**config.mk**
```make
export PLATFORM = sky130hd
export DESIGN_NAME = dual_duty_slew
export DESIGN_NICKNAME = d
export VERILOG_FILES = /design/src/rtl/dual_duty_slew.sv
export SDC_FILE = /design/constraint.sdc
export NUM_CORES = 1
export LEC_CHECK = 0
export ABC_AREA = 1
export CORE_ASPECT_RATIO = 1.25
export CORE_MARGIN = 3
export CORE_UTILIZATION = 35
export DETAILED_ROUTE_END_ITERATION = 16
export GPL_TIMING_DRIVEN = 0
export PLACE_DENSITY_LB_ADDON = 0.05
export RECOVER_POWER = 25
export SETUP_SLACK_MARGIN = 0.02
export SLEW_MARGIN = 20
export SYNTH_ARGS = -nofsm -noshare
export SYNTH_HDL_FRONTEND = slang
export SYNTH_SLANG_ARGS = --single-unit
```
**constraint.sdc**
```tcl
create_clock -name clk -period 3.7 [get_ports clk]
set_clock_uncertainty 0.2 [all_clocks]
set_input_delay 0.74 -clock clk [delete_from_list [all_inputs] [get_ports clk]]
set_output_delay 0.74 -clock clk [all_outputs]
set_load 0.05 [all_outputs]
```
**src/rtl/dual_duty_slew.sv**
```systemverilog
// Target registers and per-period duty slew limiter for the VIL/VIH threshold PWM channels.
// Duty outputs only move on the 256-clock period boundary, by at most STEP per boundary.
module dual_duty_slew #(
  parameter int unsigned STEP     = 8,
  parameter logic [7:0]  RST_DUTY = 8'h80
) (
  input  logic       clk,
  input  logic       rst,
  input  logic       wr_vld,
  input  logic       wr_sel,
  input  logic [7:0] wr_data,
  output logic [7:0] VIL_duty,
  output logic [7:0] VIH_duty,
  output logic       period_start,
  output logic       settled
);

  localparam int unsigned DUTY_W = 8;
  localparam int unsigned CNT_W  = 8;
  localparam logic [CNT_W-1:0]  CNT_PRE_LAST = CNT_W'(254);
  localparam logic [DUTY_W:0]   STEP_W       = (DUTY_W+1)'(STEP);
  localparam logic [DUTY_W-1:0] STEP_D       = DUTY_W'(STEP);

  logic [CNT_W-1:0]  cnt_q, cnt_d;
  logic              ps_q, ps_d;
  logic [DUTY_W-1:0] vil_tgt_q, vil_tgt_d;
  logic [DUTY_W-1:0] vih_tgt_q, vih_tgt_d;
  logic [DUTY_W-1:0] vil_duty_q, vil_duty_d;
  logic [DUTY_W-1:0] vih_duty_q, vih_duty_d;

  // One boundary step: jump when within STEP (or unlimited), else move STEP toward target.
  // A step is only taken when the distance exceeds STEP, so it can never overshoot or wrap.
  function automatic logic [DUTY_W-1:0] slew_step(input logic [DUTY_W-1:0] tgt,
                                                  input logic [DUTY_W-1:0] duty);
    logic              up;
    logic [DUTY_W-1:0] mag;
    logic [DUTY_W-1:0] res;
    up  = (tgt > duty);
    mag = up ? (tgt - duty) : (duty - tgt);
    res = duty;
    if (mag == '0) begin
      res = duty;
    end else if ((STEP == 0) || ({1'b0, mag} <= STEP_W)) begin
      res = tgt;
    end else if (up) begin
      res = duty + STEP_D;
    end else begin
      res = duty - STEP_D;
    end
    return res;
  endfunction

  // Next-state: free-running counter, boundary pulse, slew on boundary, target writes.
  always_comb begin
    cnt_d      = cnt_q + CNT_W'(1);
    ps_d       = (cnt_q == CNT_PRE_LAST);
    vil_tgt_d  = vil_tgt_q;
    vih_tgt_d  = vih_tgt_q;
    vil_duty_d = vil_duty_q;
    vih_duty_d = vih_duty_q;

    // Slew reads the pre-write targets, so a write on the boundary edge waits one period.
    if (ps_q) begin
      vil_duty_d = slew_step(vil_tgt_q, vil_duty_q);
      vih_duty_d = slew_step(vih_tgt_q, vih_duty_q);
    end

    if (wr_vld) begin
      if (wr_sel) begin
        vih_tgt_d = wr_data;
      end else begin
        vil_tgt_d = wr_data;
      end
    end
  end

  always_ff @(posedge clk) begin
    if (rst) begin
      cnt_q      <= '0;
      ps_q       <= 1'b0;
      vil_tgt_q  <= RST_DUTY;
      vih_tgt_q  <= RST_DUTY;
      vil_duty_q <= RST_DUTY;
      vih_duty_q <= RST_DUTY;
    end else begin
      cnt_q      <= cnt_d;
      ps_q       <= ps_d;
      vil_tgt_q  <= vil_tgt_d;
      vih_tgt_q  <= vih_tgt_d;
      vil_duty_q <= vil_duty_d;
      vih_duty_q <= vih_duty_d;
    end
  end

  assign VIL_duty     = vil_duty_q;
  assign VIH_duty     = vih_duty_q;
  assign period_start = ps_q;
  assign settled      = (vil_duty_q == vil_tgt_q) && (vih_duty_q == vih_tgt_q);

endmodule

```
==> out/qor.csv, run 1 <==
metric;value;unit
most frequent cells after synthesis;160 x nand2_1, 99 x inv_1, 50 x nand3_1;
Clock Latency Late Sink;0.29;ns
CTS tree;yes;
Hold Path End;cnt_q[7];
total chip power;1.53;mW
# DRC;0;
Peak VDD IR;150;µV
ys async rst share;0;%
Static Leak;2.21;nW
total of max-cap violations;0;
share of layout cells above drive strength 1;7.58;%
cell area after synthesis;3750;µm²
IO Count;30;
clock root cell;clkbuf_16;
Hold Buf Count CTS;0;
Final Cycle Share;90.6;%
post-CTS setup buffer count;0;
Worst R2R End;VIH_duty[7];
worst-case headroom to the max-slew limit;66.4;%
clock sink total;41;
Syn Inst Count;584;
top cells by area, synth;dfxtp_1 22%, nand2_1 16%, ha_1 13%;
nature of the critical path endpoint;primary output;
largest net degree at the start of global routing;15;
Max stage delay on crit path;0.54;ns
Ys Warns;0;
WP buf/inv;2;
via count;3536;
Post-synth EDFFs;0;
final hold viol count;0;
worst-path cell chain;inv_1 -> ha_1 -> nand2_2 -> nor2_4 -> nand4_4 -> nor2_1 -> dlygate4sd2_1;
Final min period;3.35;ns
Synth top area share;21.9;%
final instance area;4390;µm²
Cell variety after synth;33;
Hold Crit Depth;1;
Routed WL;9.69;mm
vias in the first global route;3470;
H-tree levels;2;
Initial Util;36.6;%
Die Height;122;µm
worst reg2reg setup slack;0.44;ns
Synth area leader;dfxtp_1;
delay-heaviest family, CP;buffers and inverters;
Initial DRC Count;128;
worst-path maximum fanout;9;
Antenna Nets Post-Route;0;
R2R depth;17;
Worst R2R Start;VIH_duty[3];
post-synthesis area per instance;6.43;µm²
FMAX;0.298;GHz
Setup Viol. Count Final;0;
power per cell area;349;nW/µm²
hold crit path type;reg -> reg;
core footprint;10300;µm²
# port buffers;28;
layout net count;675;
status;finished, final reports clean;
Die Area;12000;µm²
most numerous cell in the Yosys netlist;nand2_1;
TritonRoute pass-1 iters;4;
setup tns final;0;ns
diode count;0;
startpoint types;flop;
initial antenna violation count;0;
synthesis-to-layout area growth;16.9;%
dpl hpwl;8.08;mm
clock-pin slew on the worst setup and hold paths;0.06;ns
Clock Tree Buf Depth;2;
Synthesized Nets;640;
post-CTS resize count;1;
first-pass GRT wire length;16.3;mm
worst path required time;2.76;ns
Max Transition Viols Final;0;
FP Rows;41;
DR vias/cell;4.72;
final core utilization;42.8;%
crit path kind;reg -> out;
Die Width;98.6;µm
RSZ-0062 raised after global routing;false;
Hold Crit Start;cnt_q[7];
Placed Area;4190;µm²
total grt overflow;0;
routability cong.;0.811;
gr usage total;16.8;%
Yosys reg bits;41;
DR WL/cell;12.9;µm
Seq/Total Area, Yosys;21.9;%
WHS;0.257;ns
CTS Buf Count;5;
worst slew pin tran;0.502;ns
CP startpoint;VIL_duty[4];
Synth Flop Type;dfxtp_1;
Worst path slowest cell;dlygate4sd2_1;
Critical Path AT;2.41;ns
[report_power, final]
| part | leakage, nW | internal, mW | switching, mW |
|---|---|---|---|
| sequential | 0.334 | 0.456 | 0.0116 |
| clock | 0.0944 | 0.389 | 0.191 |
| combinational | 1.79 | 0.169 | 0.313 |
[placed cells by master, fill, tap and decap left out, types with 3 or more instances in the layout]
cell,n
clkbuf_16,5
fa_1,6
clkdlybuf4s50_1,26
buf_2,3
xor2_1,4
o21ai_0,23
o21ai_1,5
nor3_1,3
nand4_1,4
dfxtp_1,41
a21oi_1,44
xnor2_1,10
nor2_1,45
nand4_4,3
nand3_1,50
nor2_2,3
nand2_4,6
nand2_1,160
inv_2,3
nand2_2,10
clkbuf_1,5
inv_1,99
ha_1,38
[worst max-delay path by stage]
stage / to / slack, ns / depth (start not counted)
2_1_floorplan: settled / 0.45 / 6
3_3_place_gp: settled / 0.36 / 7
3_5_place_dp: settled / 0.32 / 7
4_1_cts: settled / 0.30 / 7
5_1_grt: VIH_duty[7] / 0.15 / 17
6_report: settled / 0.35 / 7
[metal layers]
metal  vias up  GRT usage [%]  part of all wire [%]
met1      1581           19.3                    44
met2        39           32.4                    53
li1       1906              -                     -
met4         0           5.29                   1.7
met3        10           1.55                   1.5
met5         -              0                     0
[logic make-up after synthesis]
group / synth area share [%]
AO/OA/AOI/OAI: 11.3
XOR/XNOR: 3.27
AND/OR/NAND/NOR: 35.6
buffers and inverters: 12.1
flip-flops: 21.9
adder cells (fa/ha/maj): 15.9
[worst reg2reg max path, stage by stage, from the launching register on]
cell     delay, ns
dfxtp_1       0.45
inv_1         0.13
ha_1          0.31
buf_4         0.18
a21oi_2       0.16
nand2_1       0.09
nand2_1       0.10
nand2_4       0.08
nand2_4       0.14
inv_1         0.07
fa_1          0.42
o21ai_0       0.28
xor2_1        0.20
xnor2_1       0.14
nand2_1       0.06
o21ai_1       0.07
nand2_1       0.07
nand2_1       0.05
[layout make-up]
cell class | instances | area [µm²]
Sequential cell | 41 | 821
Clock buffer | 5 | 125
Clock inverter | 3 | 68.8
Fill cell | 1133 | 5870
Multi-Input combinational cell | 429 | 2480
Buffer | 12 | 71.3
Inverter | 102 | 383
Tap cell | 129 | 161
Timing Repair Buffer | 28 | 279
[registers in the layout, indices dropped and copies added (netlist names)]
| name | cells |
|---|---|
| VIH_duty | 8 |
| vil_tgt_q | 8 |
| period_start | 1 |
| VIL_duty | 8 |
| cnt_q | 8 |
| vih_tgt_q | 8 |
[through the flow]
| step | setup WS, ns | std cells |
|---|---|---|
| after floorplan | 0.454 | 584 |
| after global placement | 0.356 | 741 |
| after detailed placement | 0.323 | 741 |
| after CTS | 0.301 | 749 |
| after global routing | 0.149 | 749 |
| final | 0.347 | 749 |
Power figures use the tool's default switching activity.
==> run 2, diff against run 1 <==
--- a/config.mk
+++ b/config.mk
@@ -14,6 +14,7 @@
 export PLACE_DENSITY_LB_ADDON = 0.05
 export RECOVER_POWER = 25
 export SETUP_SLACK_MARGIN = 0.02
+export SKIP_CTS_REPAIR_TIMING = 1
 export SLEW_MARGIN = 20
 export SYNTH_ARGS = -nofsm -noshare
 export SYNTH_HDL_FRONTEND = slang
==> out/qor.csv, run 2 (synthesized netlist as in run 1, its figures left out) <==
metric;value;unit;change
status;finished, final reports clean;;unchanged
worst path required time;3.73;ns;was 2.76 ns
worst-case headroom to the max-slew limit;66.4;%;unchanged
routability cong.;0.811;;unchanged
nature of the critical path endpoint;flop;;was primary output
gr usage total;16.8;%;unchanged
Setup Viol. Count Final;0;;unchanged
synthesis-to-layout area growth;17.0;%;was 16.9%
Static Leak;2.23;nW;was 2.21 nW
Hold Path End;cnt_q[7];;unchanged
first-pass GRT wire length;16.3;mm;unchanged
clock-pin slew on the worst setup and hold paths;0.06;ns;about the same
dpl hpwl;8.08;mm;unchanged
Hold Crit Depth;1;;unchanged
Antenna Nets Post-Route;0;;unchanged
final hold viol count;0;;unchanged
DR WL/cell;12.9;µm;about the same
total grt overflow;0;;unchanged
Max Transition Viols Final;0;;unchanged
Peak VDD IR;150;µV;unchanged
Final min period;3.26;ns;was 3.35 ns
setup tns final;0;ns;unchanged
IO Count;30;;unchanged
total of max-cap violations;0;;unchanged
Clock Latency Late Sink;0.29;ns;about the same
crit path kind;reg -> reg;;was reg -> out
Inst Count DP;741;;unchanged
TritonRoute pass-1 iters;4;;unchanged
initial antenna violation count;0;;unchanged
clock sink total;41;;unchanged
hold crit path type;reg -> reg;;unchanged
share of layout cells above drive strength 1;7.58;%;unchanged
startpoint types;flop;;unchanged
core footprint;10300;µm²;unchanged
Routed WL;9.69;mm;about the same
power per cell area;348;nW/µm²;was 349 nW/µm²
# DRC;0;;unchanged
final non-filler cell total;749;;unchanged
most frequent cells in the layout;160 x nand2_1, 99 x inv_1, 50 x nand3_1;;unchanged
diode count;0;;unchanged
worst slew pin tran;0.502;ns;unchanged
Die Width;98.6;µm;unchanged
Worst R2R End;VIH_duty[7];;unchanged
R2R depth;17;;unchanged
FP Rows;41;;unchanged
Initial DRC Count;128;;unchanged
Worst R2R Start;VIH_duty[3];;unchanged
CTS Buf Count;5;;unchanged
Initial Util;36.6;%;unchanged
RSZ-0062 raised after global routing;false;;unchanged
Final Cycle Share;88.0;%;was 90.6%
commonest non-fill, non-tap cell in the layout;nand2_1;;unchanged
WHS;0.257;ns;unchanged
FMAX;0.307;GHz;was 0.298 GHz
via count;3534;;was 3536
Clock Tree Buf Depth;2;;unchanged
# port buffers;28;;unchanged
worst reg2reg setup slack;0.44;ns;about the same
CTS tree;yes;;unchanged
DR vias/cell;4.72;;about the same
Hold Crit Start;cnt_q[7];;unchanged
worst-path maximum fanout;10;;was 9
total chip power;1.53;mW;about the same
H-tree levels;2;;unchanged
vias in the first global route;3470;;unchanged
Critical Path AT;3.29;ns;was 2.41 ns
layout net count;675;;unchanged
Die Height;122;µm;unchanged
largest net degree at the start of global routing;15;;unchanged
Die Area;12000;µm²;unchanged
clock root cell;clkbuf_16;;unchanged
run 2: cell count changes in the layout (fill, tap and decap cells not counted):
| cell | previous run | this run |
|---|---|---|
| dlygate4sd2_1 | 1 | 0 |
| dlymetal6s2s_1 | 0 | 1 |
run 2: metal layers:
| layer | wire, µm | vias up | GRT usage, % |
|---|---|---|---|
| met2 | 5090 | 39 | 32.4 |
| met4 | 164 | 0 | 5.29 |
| met3 | 144 | 10 | 1.55 |
| met5 | 0 | - | 0 |
| met1 | 4290 | 1579 | 19.3 |
| li1 | - | 1906 | - |
run 2: power by group:
part / switching (mW) / internal, mW / leakage, nW
Sequential: 0.0116 / 0.456 / 0.334
Clock: 0.191 / 0.389 / 0.0944
Combinational: 0.313 / 0.170 / 1.80
run 2: layout make-up:
cell class,instances,area [µm²]
buffer,12,71.3
clock buffer,5,125
clock inverter,3,68.8
fill,1133,5870
inverter,102,383
multi-input combinational,429,2480
sequential,41,821
tap,129,161
timing repair buffer,28,283
run 2: stage by stage:
step / cell area (µm²) / worst slack (ns) / utilization (%)
after floorplan: 3750 / 0.454 / -
after global placement: 4190 / 0.356 / 40.9
after detailed placement: 4190 / 0.323 / 40.9
after CTS: 4390 / 0.0171 / 42.8
after global routing: 4390 / 0.149 / 42.8
final: 4390 / 0.442 / 42.8
run 2: worst max-delay path by stage:
stage | from | cells past startpoint | slack (ns) | end
CTS | VIL_duty[4] | 7 | 0.02 | settled
global route | VIH_duty[3] | 17 | 0.15 | VIH_duty[7]
detailed placement | VIL_duty[3] | 7 | 0.32 | settled
finish | VIH_duty[3] | 17 | 0.44 | VIH_duty[7]
global placement | VIL_duty[3] | 7 | 0.36 | settled
floorplan | VIL_duty[4] | 6 | 0.45 | settled
run 2: worst max-delay path, cell delays in order, from the launching register on:
cell and delay (ns):
dfxtp_1 0.45, inv_1 0.13, ha_1 0.31, buf_4 0.18, a21oi_2 0.15, nand2_1 0.09, nand2_1 0.10, nand2_4 0.08
nand2_4 0.14, inv_1 0.07, fa_1 0.42, o21ai_0 0.28, xor2_1 0.20, xnor2_1 0.14, nand2_1 0.06, o21ai_1 0.07
nand2_1 0.07, nand2_1 0.05
==> run 3, diff against run 2 <==
--- a/config.mk
+++ b/config.mk
@@ -6,7 +6,6 @@
 export NUM_CORES = 1
 export LEC_CHECK = 0
 export ABC_AREA = 1
-export CORE_ASPECT_RATIO = 1.25
 export CORE_MARGIN = 3
 export CORE_UTILIZATION = 35
 export DETAILED_ROUTE_END_ITERATION = 16
==> constraint.sdc (replaced) <==
create_clock -name clk -period 3.7 [get_ports clk]
set_clock_uncertainty 0.2 [all_clocks]
set_input_delay 0.74 -clock clk [delete_from_list [all_inputs] [get_ports clk]]
set_output_delay 0.74 -clock clk [all_outputs]
set_load 0.01 [all_outputs]
==> out/qor.csv, run 3 (synthesized netlist as in run 1, its figures left out) <==
metric;value;unit;change
clock root cell;clkbuf_8;;was clkbuf_16
diode count;0;;unchanged
Final Cycle Share;91.4;%;was 88.0%
Peak VDD IR;149;µV;was 150 µV
grt met2 use;25.9;%;was 32.4%
Die Height;110;µm;was 122 µm
Critical Path AT;2.44;ns;was 3.29 ns
largest net degree at the start of global routing;16;;was 15
Hold Path End;cnt_q[7];;unchanged
H-tree levels;2;;unchanged
Clock Latency Late Sink;0.30;ns;was 0.29 ns
power per cell area;295;nW/µm²;was 348 nW/µm²
worst path required time;2.76;ns;was 3.73 ns
total of max-cap violations;0;;unchanged
global route hottest layer;met2;;unchanged
initial antenna violation count;0;;unchanged
clock sink total;41;;unchanged
TritonRoute pass-1 iters;4;;unchanged
Worst path slowest cell;clkdlybuf4s50_1;;was dfxtp_1
Hold Crit Start;cnt_q[7];;unchanged
# DRC;0;;unchanged
setup tns final;0;ns;unchanged
worst setup margin;0.320;ns;was 0.442 ns
layout net count;675;;unchanged
R2R depth;16;;was 17
FMAX;0.296;GHz;was 0.307 GHz
vias in the first global route;3336;;was 3470
hold crit path type;reg -> reg;;unchanged
clock-pin slew on the worst setup and hold paths;0.09;ns;was 0.06 ns
Max Transition Viols Final;0;;unchanged
routing usage on met3;2.35;%;was 1.55%
total chip power;1.27;mW;was 1.53 mW
dpl hpwl;7.87;mm;was 8.08 mm
worst-path cell chain;inv_1 -> ha_1 -> nand2_1 -> inv_2 -> nand4_4 -> nor2_1 -> clkdlybuf4s50_1;;was inv_1 -> ha_1 -> buf_4 -> a21oi_2 -> nand2_1 -> nand2_1 -> nand2_4 -> nand2_4 -> inv_1 -> fa_1 -> o21ai_0 -> xor2_1 -> xnor2_1 -> nand2_1 -> o21ai_1 -> nand2_1 -> nand2_1
Max stage delay on crit path;0.55;ns;was 0.45 ns
Hold Crit Depth;1;;unchanged
worst-case headroom to the max-slew limit;67.9;%;was 66.4%
Static Leak;2.16;nW;was 2.23 nW
Initial Util;36.2;%;was 36.6%
WHS;0.262;ns;was 0.257 ns
startpoint types;flop;;unchanged
worst-path maximum fanout;9;;was 10
Initial DRC Count;207;;was 128
crit path kind;reg -> out;;was reg -> reg
Die Width;110;µm;was 98.6 µm
CTS Buf Count;5;;unchanged
Final min period;3.38;ns;was 3.26 ns
Die Area;12000;µm²;about the same
most frequent cells in the layout;160 x nand2_1, 99 x inv_1, 50 x nand3_1;;unchanged
RSZ-0062 raised after global routing;false;;unchanged
worst reg2reg setup slack;0.47;ns;was 0.44 ns
Antenna Nets Post-Route;0;;unchanged
Worst R2R Start;VIH_duty[5];;was VIH_duty[3]
status;finished, final reports clean;;unchanged
core footprint;10400;µm²;was 10300 µm²
synthesis-to-layout area growth;14.5;%;was 17.0%
DR WL/cell;12.5;µm;was 12.9 µm
share of layout cells above drive strength 1;7.58;%;unchanged
worst slew pin tran;0.482;ns;was 0.502 ns
pre-CTS setup slack;0.517;ns;was 0.323 ns
gr usage total;16.7;%;was 16.8%
commonest non-fill, non-tap cell in the layout;nand2_1;;unchanged
Setup Viol. Count Final;0;;unchanged
# port buffers;28;;unchanged
nature of the critical path endpoint;primary output;;was flop
delay-heaviest family, CP;buffers and inverters;;was adder cells
FP Rows;37;;was 41
total grt overflow;0;;unchanged
IO Count;30;;unchanged
routability cong.;0.808;;was 0.811
WP buf/inv;3;;unchanged
CTS tree;yes;;unchanged
DR vias/cell;4.74;;was 4.72
Routed WL;9.43;mm;was 9.69 mm
first-pass GRT wire length;16.1;mm;was 16.3 mm
GRT met1 Usage;24.9;%;was 19.3%
via count;3580;;was 3534
CP startpoint;VIL_duty[3];;was VIH_duty[3]
Worst R2R End;VIH_duty[7];;unchanged
Clock Tree Buf Depth;2;;unchanged
final hold viol count;0;;unchanged
run 3: routing by layer:
layer / wire length [µm] / vias up
met2: 3890 / 61
met4: 67 / 0
li1: - / 1902
met5: 0 / -
met3: 313 / 9
met1: 5160 / 1608
run 3: power breakdown:
| group | internal [mW] | switching (mW) |
|---|---|---|
| Combinational | 0.170 | 0.311 |
| Clock | 0.138 | 0.181 |
| Sequential | 0.456 | 0.0121 |
run 3: through the flow:
| stage | std cells | util, % | cell area [µm²] |
|---|---|---|---|
| 2_1_floorplan | 584 | - | 3750 |
| 3_3_place_gp | 748 | 40.5 | 4200 |
| 3_5_place_dp | 748 | 40.5 | 4200 |
| 4_1_cts | 756 | 41.4 | 4300 |
| 5_1_grt | 756 | 41.4 | 4300 |
| 6_report | 756 | 41.4 | 4300 |
run 3: layout make-up:
class	instances	area (µm²)
multi-input combinational	429	2480
clock buffer	5	68.8
inverter	102	383
clock inverter	3	25.0
fill	1148	6070
sequential	41	821
timing repair buffer	28	280
tap	136	170
buffer	12	71.3
run 3: how the worst max path moves through the flow:
stage / end / slack (ns) / cells after the start
after floorplan: VIH_duty[7] / 0.84 / 17
after global placement: VIL_duty[7] / 0.49 / 16
after detailed placement: VIH_duty[7] / 0.52 / 17
after CTS: settled / 0.27 / 7
after global routing: settled / 0.11 / 7
final: settled / 0.32 / 7
